--- config.mk ---
export PLATFORM = sky130hd
export DESIGN_NAME = prog_loader
export DESIGN_NICKNAME = d
export VERILOG_FILES = /design/src/rtl/prog_loader_pkg.sv /design/src/rtl/prog_loader_csum.sv /design/src/rtl/prog_loader.sv
export SDC_FILE = /design/constraint.sdc
export NUM_CORES = 1
export LEC_CHECK = 0
export BUFFER_PORTS_ARGS = -buffer_cell sky130_fd_sc_hd__buf_2
export CORE_MARGIN = 3
export CORE_UTILIZATION = 33
export DETAILED_ROUTE_END_ITERATION = 10
export PLACE_DENSITY = 0.49
export REMOVE_ABC_BUFFERS = 1
export SYNTH_ARGS = -nofsm -noshare
export SYNTH_HDL_FRONTEND = slang
export SYNTH_SLANG_ARGS = --single-unit
export TNS_END_PERCENT = 50
--- constraint.sdc ---
create_clock -name clk -period 3.79 [get_ports clk]
set_input_delay 0.1895 -clock clk [delete_from_list [all_inputs] [get_ports clk]]
set_output_delay 0.1895 -clock clk [all_outputs]
set_load 0.01 [all_outputs]
--- src/rtl/prog_loader_pkg.sv ---
// rtl/prog_loader_pkg.sv - shared types and constants for the boot program loader
// PROG_LOADER_CSUM_EN adds the trailing checksum state.
package prog_loader_pkg;

  localparam int BYTE_WIDTH = 8;
  localparam int HDR_BYTES  = 2;

  typedef enum logic [2:0] {
    LEN_HI,
    LEN_LO,
    DAT_HI,
    DAT_LO,
`ifdef PROG_LOADER_CSUM_EN
    CSUM,
`endif
    DONE,
    ERR
  } state_t;

endpackage

--- src/rtl/prog_loader_csum.sv ---
// rtl/prog_loader_csum.sv - 8-bit modular running sum of stream bytes
// Only instantiated when PROG_LOADER_CSUM_EN is defined.
module prog_loader_csum
  import prog_loader_pkg::*;
(
  input  logic                  clk,
  input  logic                  rst,
  input  logic                  add,
  input  logic [BYTE_WIDTH-1:0] data,
  output logic                  match
);

  logic [BYTE_WIDTH-1:0] sum;

  always_ff @(posedge clk) begin
    if (rst) begin
      sum <= '0;
    end else if (add) begin
      sum <= sum + data;
    end
  end

  assign match = (sum == data);

endmodule

--- src/rtl/prog_loader.sv ---
// rtl/prog_loader.sv - boot loader: byte stream to instruction memory, holds CPU in reset
// Optional trailing checksum byte enabled by PROG_LOADER_CSUM_EN.
module prog_loader
  import prog_loader_pkg::*;
#(
  parameter int INST_ADDR_WIDTH     = 16,
  parameter int INST_DATA_BIT_WIDTH = 16,
  parameter int INST_MEM_SIZE       = 26,
  parameter int NUM_BYTES_IN_INST   = 2
) (
  input  logic                           clk,
  input  logic                           rst,
  input  logic [BYTE_WIDTH-1:0]          in_data,
  input  logic                           in_valid,
  output logic                           in_ready,
  output logic                           mem_we,
  output logic [INST_ADDR_WIDTH-1:0]     mem_addr,
  output logic [INST_DATA_BIT_WIDTH-1:0] mem_data,
  output logic                           cpu_rst,
  output logic                           done,
  output logic                           error
);

  localparam int CNT_WIDTH = HDR_BYTES * BYTE_WIDTH;

  state_t                     state;
  state_t                     fin_state;
  logic [BYTE_WIDTH-1:0]      len_hi;
  logic [BYTE_WIDTH-1:0]      dat_hi;
  logic [CNT_WIDTH-1:0]       word_cnt;
  logic [CNT_WIDTH-1:0]       len_next;
  logic [INST_ADDR_WIDTH-1:0] idx;
  logic [INST_ADDR_WIDTH-1:0] idx_inc;
  logic                       xfer;

  assign in_ready = !rst && (state != DONE) && (state != ERR);
  assign xfer     = in_valid && in_ready;
  assign len_next = {len_hi, in_data};
  assign idx_inc  = idx + 1'b1;

`ifdef PROG_LOADER_CSUM_EN
  logic csum_match;

  // The checksum byte itself is compared, never accumulated.
  prog_loader_csum u_csum (
    .clk   (clk),
    .rst   (rst),
    .add   (xfer && (state != CSUM)),
    .data  (in_data),
    .match (csum_match)
  );

  assign fin_state = CSUM;
`else
  assign fin_state = DONE;
`endif

  always_ff @(posedge clk) begin
    if (rst) begin
      state    <= LEN_HI;
      len_hi   <= '0;
      dat_hi   <= '0;
      word_cnt <= '0;
      idx      <= '0;
      mem_we   <= 1'b0;
      mem_addr <= '0;
      mem_data <= '0;
      cpu_rst  <= 1'b1;
      done     <= 1'b0;
      error    <= 1'b0;
    end else begin
      mem_we  <= 1'b0;
      // Release trails done by one cycle so the final write lands first.
      cpu_rst <= !done;
      if (xfer) begin
        case (state)
          LEN_HI: begin
            len_hi <= in_data;
            state  <= LEN_LO;
          end
          LEN_LO: begin
            word_cnt <= len_next;
            if (len_next > CNT_WIDTH'(INST_MEM_SIZE)) begin
              state <= ERR;
              error <= 1'b1;
            end else if (len_next == '0) begin
              state <= fin_state;
              if (fin_state == DONE) done <= 1'b1;
            end else begin
              state <= DAT_HI;
            end
          end
          DAT_HI: begin
            dat_hi <= in_data;
            state  <= DAT_LO;
          end
          DAT_LO: begin
            mem_we   <= 1'b1;
            mem_addr <= INST_ADDR_WIDTH'(idx * INST_ADDR_WIDTH'(NUM_BYTES_IN_INST));
            mem_data <= INST_DATA_BIT_WIDTH'({dat_hi, in_data});
            idx      <= idx_inc;
            if (idx_inc == INST_ADDR_WIDTH'(word_cnt)) begin
              state <= fin_state;
              if (fin_state == DONE) done <= 1'b1;
            end else begin
              state <= DAT_HI;
            end
          end
`ifdef PROG_LOADER_CSUM_EN
          CSUM: begin
            if (csum_match) begin
              state <= DONE;
              done  <= 1'b1;
            end else begin
              state <= ERR;
              error <= 1'b1;
            end
          end
`endif
          default: state <= state;
        endcase
      end
    end
  end

endmodule

* Yosys cells after proc, flatten, opt, wreduce, memory -nomap -nowiden
Cells that the tools add are included.
Cells by class: $add $sub $neg 1, multiply operators 0, divide/modulo/power cells 0, order comparisons 1, equal/unequal tests 9, shift-type cells 0, mux-type cells 9, bitwise operators 1, reduce and logical (&&, ||, !) cells 17
Operator list (count):
- adder 16 x 1 -> 16 bit (second input constant) | 1
- == test 16 bit | 1
- > comparator 16 x 5 -> 1 bit (second input constant) | 1
- zero test 16 bit | 1
- case mux 3 bit (4 select lines) | 1
- AND reduction 2 bit | 5
- 2-to-1 mux 3 bit | 3
- == test 3 x 2 -> 1 bit (second input constant) | 2
- inequality test 2 bit (second input constant) | 3
- inequality test 3 bit (second input constant) | 2
- AND reduction 5 bit | 1
- 2-to-1 mux 1 bit | 4
- nonzero test 4 bit | 1
- == test 3 x 1 -> 1 bit (second input constant) | 1
- logical AND 1 bit | 3
- zero test 3 bit | 1
- AND reduction 3 bit | 1
- zero test 1 bit | 2
- case mux 1 bit (2 select lines) | 1
- nonzero test 2 bit | 1
- OR reduction 2 bit | 1
- NOT 1 bit | 1
Storage, ports and cells: flip-flop bits (word level) 86, bits in latches 0, RAM bits 0, ROM bits 0, output and inout port bits 37, logic and storage cells 49, memories 0

* Logic depth before layout (Yosys ltp)
depth after elaboration 6, mapped depth 9, mapped depth without buffers 7

* Least setup slack after synthesis
Ideal clock, no wire load.
kind flip-flop to flip-flop, start point register idx[0], end point register done, arrival time 2150 ps, path slack 1549 ps, cell stages (with the launch flop) 8, buffers on the path 0, clock period less this slack 2241 ps, path through dfxtp_1 > ha_1 > nand4_1 > nor4_1 > o211ai_1 > a221oi_2 > nand4_1 > a311oi_1
Between the ends: cells in the longest elaborated chain, start to end 4
RTL lines:
- start, declared | RTL line prog_loader.sv:32 | logic [INST_ADDR_WIDTH-1:0] idx;
- start signal, assigned | RTL line prog_loader.sv:101 | idx <= idx_inc;
- adder 16 x 1 -> 16 bit | RTL line prog_loader.sv:39 | assign idx_inc = idx + 1'b1;
- == test 16 bit | RTL line prog_loader.sv:102 | if (idx_inc == INST_ADDR_WIDTH'(word_cnt)) begin
- inequality test 2 bit (no source line)
- AND reduction 5 bit (no source line)
- end signal, assigned | RTL line prog_loader.sv:69 | done <= 1'b0;
- end signal, assigned | RTL line prog_loader.sv:88 | if (fin_state == DONE) done <= 1'b1;
- end signal, assigned | RTL line prog_loader.sv:104 | if (fin_state == DONE) done <= 1'b1;
- end, declared | RTL line prog_loader.sv:20 | output logic done,
Every way passes these cells. A chain may end at the register's enable or synchronous reset.

* Worst setup path in the final report
Same ends and word-level chain as after synthesis.

==> impl_metrics.tcl <==
set metrics [dict create \
    drive_gt1_frac 0.1434 \
    routed_wl_um 8517 \
    irDropWorstVdd_mv 0.2088 \
    synth_cells 456 \
    final.setup.worst_slack_ns 1.100 \
    period_minus_slack_ns 2.690 \
    totalPowerFinal_uw 1574 \
    pre_cts_slack_ns 1.113 \
    max_freq_ghz 0.3718 \
    numCtsBuffers 9 \
    p_leak_uw 0.001537 \
    fin_nets 495 \
    grt_pass1_vias 2875 \
    drt-initial-drc-count 152 \
    finalHoldViolCount 0 \
    area_delta_synth_final_pct 12.64 \
    grtUsageMet2 0.2166 \
    start_kind "register" \
    dp_hpwl_um 5791 \
    grt_max_degree 81 \
    htreeDepth 3 \
    slew_headroom 0.2405 \
    cp-end-kind "register" \
    grt_pass1_wl_um 14410 \
    yosysWarnings 0 \
    fin_skew_ns 0.009064 \
    design.portCount 48 \
    reg2reg_from "idx[0]$_SDFFE_PP0P_" \
    die_h_um 111.9 \
    cts_root_buf "clkbuf_8" \
    cts_setup_buffers 0 \
    synth-seq-area-share 0.4652 \
    cp_max_fo 7 \
    clk_latency_ns 0.36 \
    ant_nets 0 \
    whs_ns 0.1150 \
    regToRegSetupSlack_ns 1.10 \
    yosys.cell_types.count 44 \
    cts_tree "yes" \
    cts_max_path_buffers 2 \
    synth-edff-count 0 \
    drt-pass1-iter-count 4 \
    max_cap_violations 0 \
    antenna_found_initial 0 \
    ctsResizeCount 0 \
    start_util 0.3399 \
    synth_seq_cells 86 \
    clkSlewWorstSetupHoldPaths_ns 0.09 \
    status "finished, final reports clean" \
    fin_crit_sh 0.7097 \
    cp.required_ns 4.06 \
    rsz0062_at_grt "no" \
    worst_pin_slew_ns 1.130 \
    die_x_um 111.9 \
    gp_congestion 0.8994 \
    diodes 0 \
    critPathArrivalTime_ns 2.96 \
    critPathLaunch "idx[0]$_SDFFE_PP0P_" \
    synth_area_um2 3701 \
    met1_usage 0.1906 \
    hold_buffers 0 \
    vias 3002 \
    grt_util_all_layers 0.1407 \
    grt-ovfl-total 0 \
    viasPerCell 4.780 \
    drc 0 \
    fin_setup_tns_ns 0 \
    place.port_buffers 46 \
    hold_path_class "in2reg" \
    core_area_um2 10890 \
    final_max_slew_viol_count 0 \
    die-area_um2 12520 \
    ys.flop_type "dfxtp_1" \
    crit_type "reg2reg" \
    p_per_area_nw_per_um2 377.6 \
    syn_area_per_cell_um2 8.116 \
    synth_async_sr_flop_share 0 \
    clock-sinks 86 \
    post_drt_wl_per_cell_um 13.56 \
    use_met3 0.04674 \
    hp-start "in_data[6]" \
    busiest_layer "met2" \
    finalSetupViolCount 0 \
    placementRows 38 \
]
-- critical path: stages (launching register included) --
cell and delay, ns:
dfxtp_1 0.52, ha_1 0.35, nand4_1 0.24, nor4_1 0.46, o211ai_1 0.18, a221oi_2 0.29
nand4_1 0.24, a311oi_1 0.32
-- kinds of logic after synthesis --
kind of cell | synth area share
XOR/XNOR | 0.08046
flip-flops | 0.4652
adder cells (fa/ha/maj) | 0.003380
buffers and inverters | 0.04428
AND/OR/NAND/NOR | 0.2515
other | 0.001013
AO/OA/AOI/OAI | 0.1109
multiplexers | 0.04327
-- area by class of cell --
type / count / area (um2)
Inverter: 8 / 30.03
Clock buffer: 10 / 127.6
Sequential cell: 86 / 1722
Multi-Input combinational cell: 329 / 1815
Fill cell: 1164 / 6719
Clock inverter: 6 / 46.29
Tap cell: 140 / 175.2
Timing Repair Buffer: 49 / 252.7
-- metal layers --
metal / up-vias / wire [um]
li1: 1578 / -
met1: 1351 / 4217
met2: 60 / 3744
met3: 13 / 419
met4: 0 / 136
met5: - / 0
-- power breakdown --
group / switching (uW) / total [uW] / internal, uW
sequential: 8.31 / 920 / 912
combinational: 47.3 / 70.0 / 22.7
clock: 342 / 584 / 242
total: 398 / 1570 / 1180
-- synthesized netlist by cell type, types with 2 or more instances --
master,n,share of area
nand2_1,108,0.11
dfxtp_1,86,0.47
clkbuf_1,26,0.026
nand3_1,8,0.011
xnor2_1,25,0.059
a21oi_1,55,0.074
xor2_1,9,0.021
or3_1,4,0.0068
inv_1,7,0.0071
nor4_1,8,0.014
and4_1,2,0.0047
nor2_1,45,0.046
o21ai_0,2,0.0027
nand4b_1,2,0.0047
mux2i_1,16,0.043
o211ai_1,2,0.0041
or4_1,3,0.0061
nor3_1,6,0.0081
nand2b_1,3,0.0051
a31oi_1,2,0.0034
a311oi_1,3,0.0071
buf_2,5,0.0068
a211oi_1,2,0.0041
nand4_1,7,0.012
-- stage by stage --
stage | instance area [um2] | utilization | cells
2_1_floorplan | 3567 | - | 423
3_3_place_gp | 3995 | 0.3669 | 612
3_5_place_dp | 3995 | 0.3669 | 612
4_1_cts | 4169 | 0.3829 | 628
5_1_grt | 4169 | 0.3829 | 628
6_report | 4169 | 0.3829 | 628
-- state kept, by name (all words and copies together), names as in the netlist --
name	cells
len_hi	8
mem_we	1
idx	16
error	1
word_cnt	16
mem_data	16
cpu_rst	1
dat_hi	8
done	1
mem_addr	15
state	3
-- layout by cell type (no fill, tap or decap), types with 3 or more instances in the layout --
| master | count |
|---|---|
| nand2_1 | 108 |
| dfxtp_1 | 86 |
| a21oi_1 | 55 |
| buf_2 | 46 |
| nor2_1 | 45 |
| xnor2_1 | 25 |
| mux2i_1 | 16 |
| xor2_1 | 9 |
| clkbuf_8 | 9 |
| nand3_1 | 8 |
| nor4_1 | 8 |
| inv_1 | 7 |
| nand4_1 | 7 |
| nor3_1 | 6 |
| or3_1 | 4 |
| nand2b_1 | 3 |
| or4_1 | 3 |
| a311oi_1 | 3 |
| buf_4 | 3 |
-- worst paths after layout --
check | depth (start not counted) | endpoint
max reg2reg | 7 | done$_SDFFE_PP0P_
min | 3 | mem_data[6]$_SDFFE_PP0P_
min reg2reg | 1 | cpu_rst$_SDFF_PP1_
max | 7 | done$_SDFFE_PP0P_
Note: power is estimated with default switching activity, not from simulation.
